$ cat src/rtl/serial_to_parallel.sv
// Serial-to-parallel deserializer: collects DATA_W accepted serial bits into one word
// and presents it on a registered valid/ready output with one word of back-pressure buffering.
module serial_to_parallel #(
  parameter int DATA_W    = 4,
  parameter int COUNTLEN  = 2,
  parameter int MSB_FIRST = 0
) (
  input  logic              clk,
  input  logic              reset,
  // Handshake: a bit/word moves on a rising edge where valid && ready; ready never
  // depends on valid, and a raised valid holds its data stable until it is taken.
  input  logic              s_valid_i,
  input  logic              s_data_i,
  output logic              s_ready_o,
  output logic              p_valid_o,
  output logic [DATA_W-1:0] p_data_o,
  input  logic              p_ready_i,
  output logic              dbg_state_o
);

  typedef enum logic {
    COLLECT = 1'b0,
    FULL    = 1'b1
  } state_e;

  localparam logic [COUNTLEN-1:0] LAST_CNT = COUNTLEN'(DATA_W - 1);

  state_e              state_q, state_d;
  logic [COUNTLEN-1:0] cnt_q, cnt_d;
  logic [DATA_W-1:0]   asm_q, asm_d;
  logic [DATA_W-1:0]   p_data_q, p_data_d;
  logic                p_valid_q, p_valid_d;

  logic                accept;
  logic                out_xfer;
  logic                last_bit;
  logic [COUNTLEN-1:0] pos;
  logic [DATA_W-1:0]   asm_bit;

  assign s_ready_o   = (state_q == COLLECT);
  assign p_valid_o   = p_valid_q;
  assign p_data_o    = p_data_q;
  assign dbg_state_o = state_q;

  assign accept   = s_valid_i && s_ready_o;
  assign out_xfer = p_valid_q && p_ready_i;
  assign last_bit = (cnt_q == LAST_CNT);
  assign pos      = (MSB_FIRST != 0) ? (LAST_CNT - cnt_q) : cnt_q;

  always_comb begin
    state_d   = state_q;
    cnt_d     = cnt_q;
    asm_d     = asm_q;
    p_data_d  = p_data_q;
    p_valid_d = p_valid_q;
    asm_bit   = asm_q;

    // Assembly word with the incoming bit already merged in at its position.
    for (int i = 0; i < DATA_W; i++) begin
      if (pos == COUNTLEN'(i)) begin
        asm_bit[i] = s_data_i;
      end
    end

    if (out_xfer) begin
      p_valid_d = 1'b0;
    end

    case (state_q)
      COLLECT: begin
        if (accept) begin
          if (last_bit) begin
            cnt_d = '0;
            if (!p_valid_q || out_xfer) begin
              p_data_d  = asm_bit;
              p_valid_d = 1'b1;
              asm_d     = '0;
            end else begin
              // Output slot still occupied: park the finished word and stall input.
              asm_d   = asm_bit;
              state_d = FULL;
            end
          end else begin
            cnt_d = cnt_q + COUNTLEN'(1);
            asm_d = asm_bit;
          end
        end
      end
      FULL: begin
        if (out_xfer) begin
          p_data_d  = asm_q;
          p_valid_d = 1'b1;
          asm_d     = '0;
          state_d   = COLLECT;
        end
      end
      default: begin
        state_d = COLLECT;
      end
    endcase
  end

  always_ff @(posedge clk) begin
    if (reset) begin
      state_q   <= COLLECT;
      cnt_q     <= '0;
      asm_q     <= '0;
      p_data_q  <= '0;
      p_valid_q <= 1'b0;
    end else begin
      state_q   <= state_d;
      cnt_q     <= cnt_d;
      asm_q     <= asm_d;
      p_data_q  <= p_data_d;
      p_valid_q <= p_valid_d;
    end
  end

endmodule

$ cat config.mk
export PLATFORM = sky130hd
export DESIGN_NAME = serial_to_parallel
export DESIGN_NICKNAME = d
export VERILOG_FILES = /design/src/rtl/serial_to_parallel.sv
export SDC_FILE = /design/constraint.sdc
export NUM_CORES = 1
export LEC_CHECK = 0
export ABC_AREA = 1
export BUFFER_PORTS_ARGS = -buffer_cell sky130_fd_sc_hd__buf_4
export CAP_MARGIN = 5
export CORE_ASPECT_RATIO = 0.9
export CORE_MARGIN = 5
export CORE_UTILIZATION = 45
export CTS_BUF_LIST = sky130_fd_sc_hd__clkbuf_8
export DETAILED_ROUTE_END_ITERATION = 10
export PLACE_DENSITY_LB_ADDON = 0.25
export SKIP_LAST_GASP = 1
export SLEW_MARGIN = 20
export SYNTH_ARGS = -nofsm -noshare
export SYNTH_HDL_FRONTEND = slang
export SYNTH_SLANG_ARGS = --single-unit
export TNS_END_PERCENT = 100
$ cat constraint.sdc
create_clock -name clk -period 2.38 [get_ports clk]
set_input_delay 0.476 -clock clk [delete_from_list [all_inputs] [get_ports clk]]
set_output_delay 0.476 -clock clk [all_outputs]
set_load 0.05 [all_outputs]
==> results.yml <==
clock_network:
  path_clk_slew_ns: 0.05
  root_buffer: "clkbuf_8"
  cts_hold_buf: 0
  cts-resized-gates: 0
  cts_buffer_depth: 2
  cts_tree: "built"
  worst_skew_pair.late_latency_ns: 0.24
  postCtsSetupRepairBufs: 0
  cts.sink_count: 12
  htreeDepth: 1
  cts-buffers-inserted: 3
timing:
  fin_worst_skew_ns: 0.00203
  min_period_over_period_pct: 69.7
  period_minus_slack_ns: 1.66
  setup-violations-final: 0
  tightest_slew_ns: 0.529
  setup_tns_ns: 0
  slew_headroom_pct: 64.7
  fmax_mhz: 603
  rsz0062_at_grt: "no"
  slew_violations: 0
  hold_viol: 0
logic_synthesis:
  ys_ff_latch: 12
  synth_area_um2: 758
  yosys.cell_types.count: 19
  ys_seq_area_share_pct: 31.7
  postSynthNetCount: 119
  postSynthCellCount: 109
  yosysWarnings: 0
  avgSynthCellArea_um2: 6.96
setup_path:
  crit_path_max_incr_delay_ns: 0.65
  r2r_cells: 5
  cp-start-kind: "flip-flop"
  arrival_ns: 1.18
  cpMaxStageDelayCell: "dfxtp_1"
  critPathKind: "reg2out"
  r2r_start: "dbg_state_o"
  r2r_setup_slack_ns: 1.02
  cp_max_fo: 11
  r2r_end: "p_data_o[2]"
  crit_path_cell_trace: "buf_4"
  endpoint_kind: "primary output"
  crit_required_ns: 1.90
  crit_buf_inv: 1
  crit_family: "flip-flops"
power_and_ir_drop:
  power.share.sequential_pct: 45.4
  ir_drop_uv: 292
  power_frac_clock_pct: 36.9
  p_int_w: 0.000353
  p_comb_share_pct: 17.7
  power_density_mw_per_mm2: 535
  p_leak_nw: 0.435
  p_sw_share_pct: 26.5
  switchingPower_w: 0.000127
worst_hold_path:
  hold_end: "dbg_state_o"
  min_from: "reset"
  hold_class: "in2reg"
  holdPathStages: 2
route:
  drt-total-wl_um: 1500
  drc: 0
  final_antenna_net_count: 0
  wire_per_inst_um: 10.3
  drt_iter0_drc: 15
  viasPerCell: 4.48
  vias: 649
  drt_pass1_iterations: 4
layout:
  fin_area_um2: 897
  num_antenna_cells: 0
  layout.nets: 133
  final_layout_size_suffix_gt1_share_pct: 21.5
  synthToLayoutAreaGrowth_pct: 18.3
  utilization_pct: 55.1
  num-fill-cells: 163
global_route:
  grt_start_max_net_pins: 12
  first_global_vias: 581
  antenna_found_initial: 0
  grt_usage_pct: 13.4
  grt-ovfl-total: 0
  grt_pass1_wl_um: 2550
flow_run:
  max_cap_viol_count: 0
die:
  die_h_um: 48.9
  die_w_um: 53.3
  rows: 14
  ios: 12
  die-area_mm2: 0.00261
  start_util_pct: 46.5
  coreArea_mm2: 0.00163
placed_design:
  port_buffers: 11
  dp_hpwl_um: 1230
  postPlaceCellArea_um2: 856
  gp_congestion: 0.855
run_status:
  status: "finished clean"
layout make-up:
cell class / count / area (um^2) / share of cell area (%)
flip-flops and latches: 12 / 240 / 26.8
repair buffers: 11 / 82.6 / 9.21
multi-input cells: 79 / 438 / 48.8
clock buffers: 3 / 41.3 / 4.60
inverters: 16 / 65.1 / 7.25
well taps: 24 / 30.0 / 3.35
logic make-up (layout without fill, tap and decap cells):
| family | Yosys count | after routing | share of synthesized area (%) |
|---|---|---|---|
| AO/OA/AOI/OAI | 8 | 8 | 5.61 |
| adder cells (fa/ha/maj) | 5 | 5 | 8.25 |
| buffers and inverters | 18 | 30 | 10.6 |
| flip-flops | 12 | 12 | 31.7 |
| AND/OR/NAND/NOR | 66 | 66 | 43.9 |
layout by cell type (no fill, tap or decap):
| master | n |
|---|---|
| a21oi_1 | 4 |
| buf_4 | 11 |
| nand2_4 | 3 |
| nor2_2 | 5 |
| o21ai_1 | 1 |
| o21ai_0 | 2 |
| nand3_1 | 5 |
| dfxtp_1 | 12 |
| nand3_2 | 2 |
| nand3b_1 | 4 |
| inv_6 | 1 |
| nand3_4 | 1 |
| or2_1 | 1 |
| clkbuf_8 | 3 |
| a211oi_1 | 1 |
| ha_1 | 5 |
| nand2_1 | 24 |
| nor2_1 | 21 |
| inv_1 | 15 |
worst max-delay path by stage:
stage | from | endpoint | cells after the start
after floorplan | dbg_state_o | asm_q[0] | 8
after global placement | dbg_state_o | dbg_state_o | 1
after detailed placement | dbg_state_o | dbg_state_o | 1
after CTS | dbg_state_o | dbg_state_o | 1
after global routing | dbg_state_o | s_ready_o | 2
final | dbg_state_o | dbg_state_o | 1
Yosys cell counts (all sizes together):
cell	count	area (um^2)
or2	1	6.26
nand2	27	124
buf	1	11.3
a211oi	1	7.51
inv	16	65.1
dfxtp	12	240
a21oi	4	20.0
nor2	26	110
nand3	8	62.6
nand3b	4	30.0
o21ai	3	15.0
clkbuf	1	3.75
ha	5	62.6
per-stage QoR:
step / hold WS (ns) / total power [W] / setup WS (ns) / std cells
finish: 0.465 / 0.000480 / 0.720 / 145
floorplan: 0.507 / 0.000284 / 0.937 / 109
CTS: 0.465 / 0.000486 / 0.719 / 145
global placement: 0.531 / 0.000305 / 1.00 / 142
detailed placement: 0.565 / 0.000307 / 0.977 / 142
global route: 0.470 / 0.000513 / 0.671 / 145
flip-flops by register name, indices dropped and copies added, names as in the netlist:
name and cells:
p_valid_o 1, cnt_q 2, asm_q 4, p_data_o 4, dbg_state_o 1
power by group through the flow:
| stage | clock [W] | sequential (W) | combinational, W |
|---|---|---|---|
| floorplan | 0 | 0.000228 | 0.0000567 |
| global placement | 0 | 0.000221 | 0.0000845 |
| detailed placement | 0 | 0.000222 | 0.0000857 |
| CTS | 0.000183 | 0.000218 | 0.0000858 |
| global route | 0.000198 | 0.000219 | 0.0000965 |
| finish | 0.000177 | 0.000218 | 0.0000850 |
layer usage:
| layer | global-route usage, % | wire length, um | vias to the layer above |
|---|---|---|---|
| li1 | - | - | 357 |
| met1 | 16.0 | 661 | 279 |
| met2 | 20.4 | 738 | 9 |
| met3 | 6.42 | 81 | 4 |
| met4 | 5.11 | 17 | 0 |
| met5 | 0 | 0 | - |
Power figures use the tool's default switching activity.
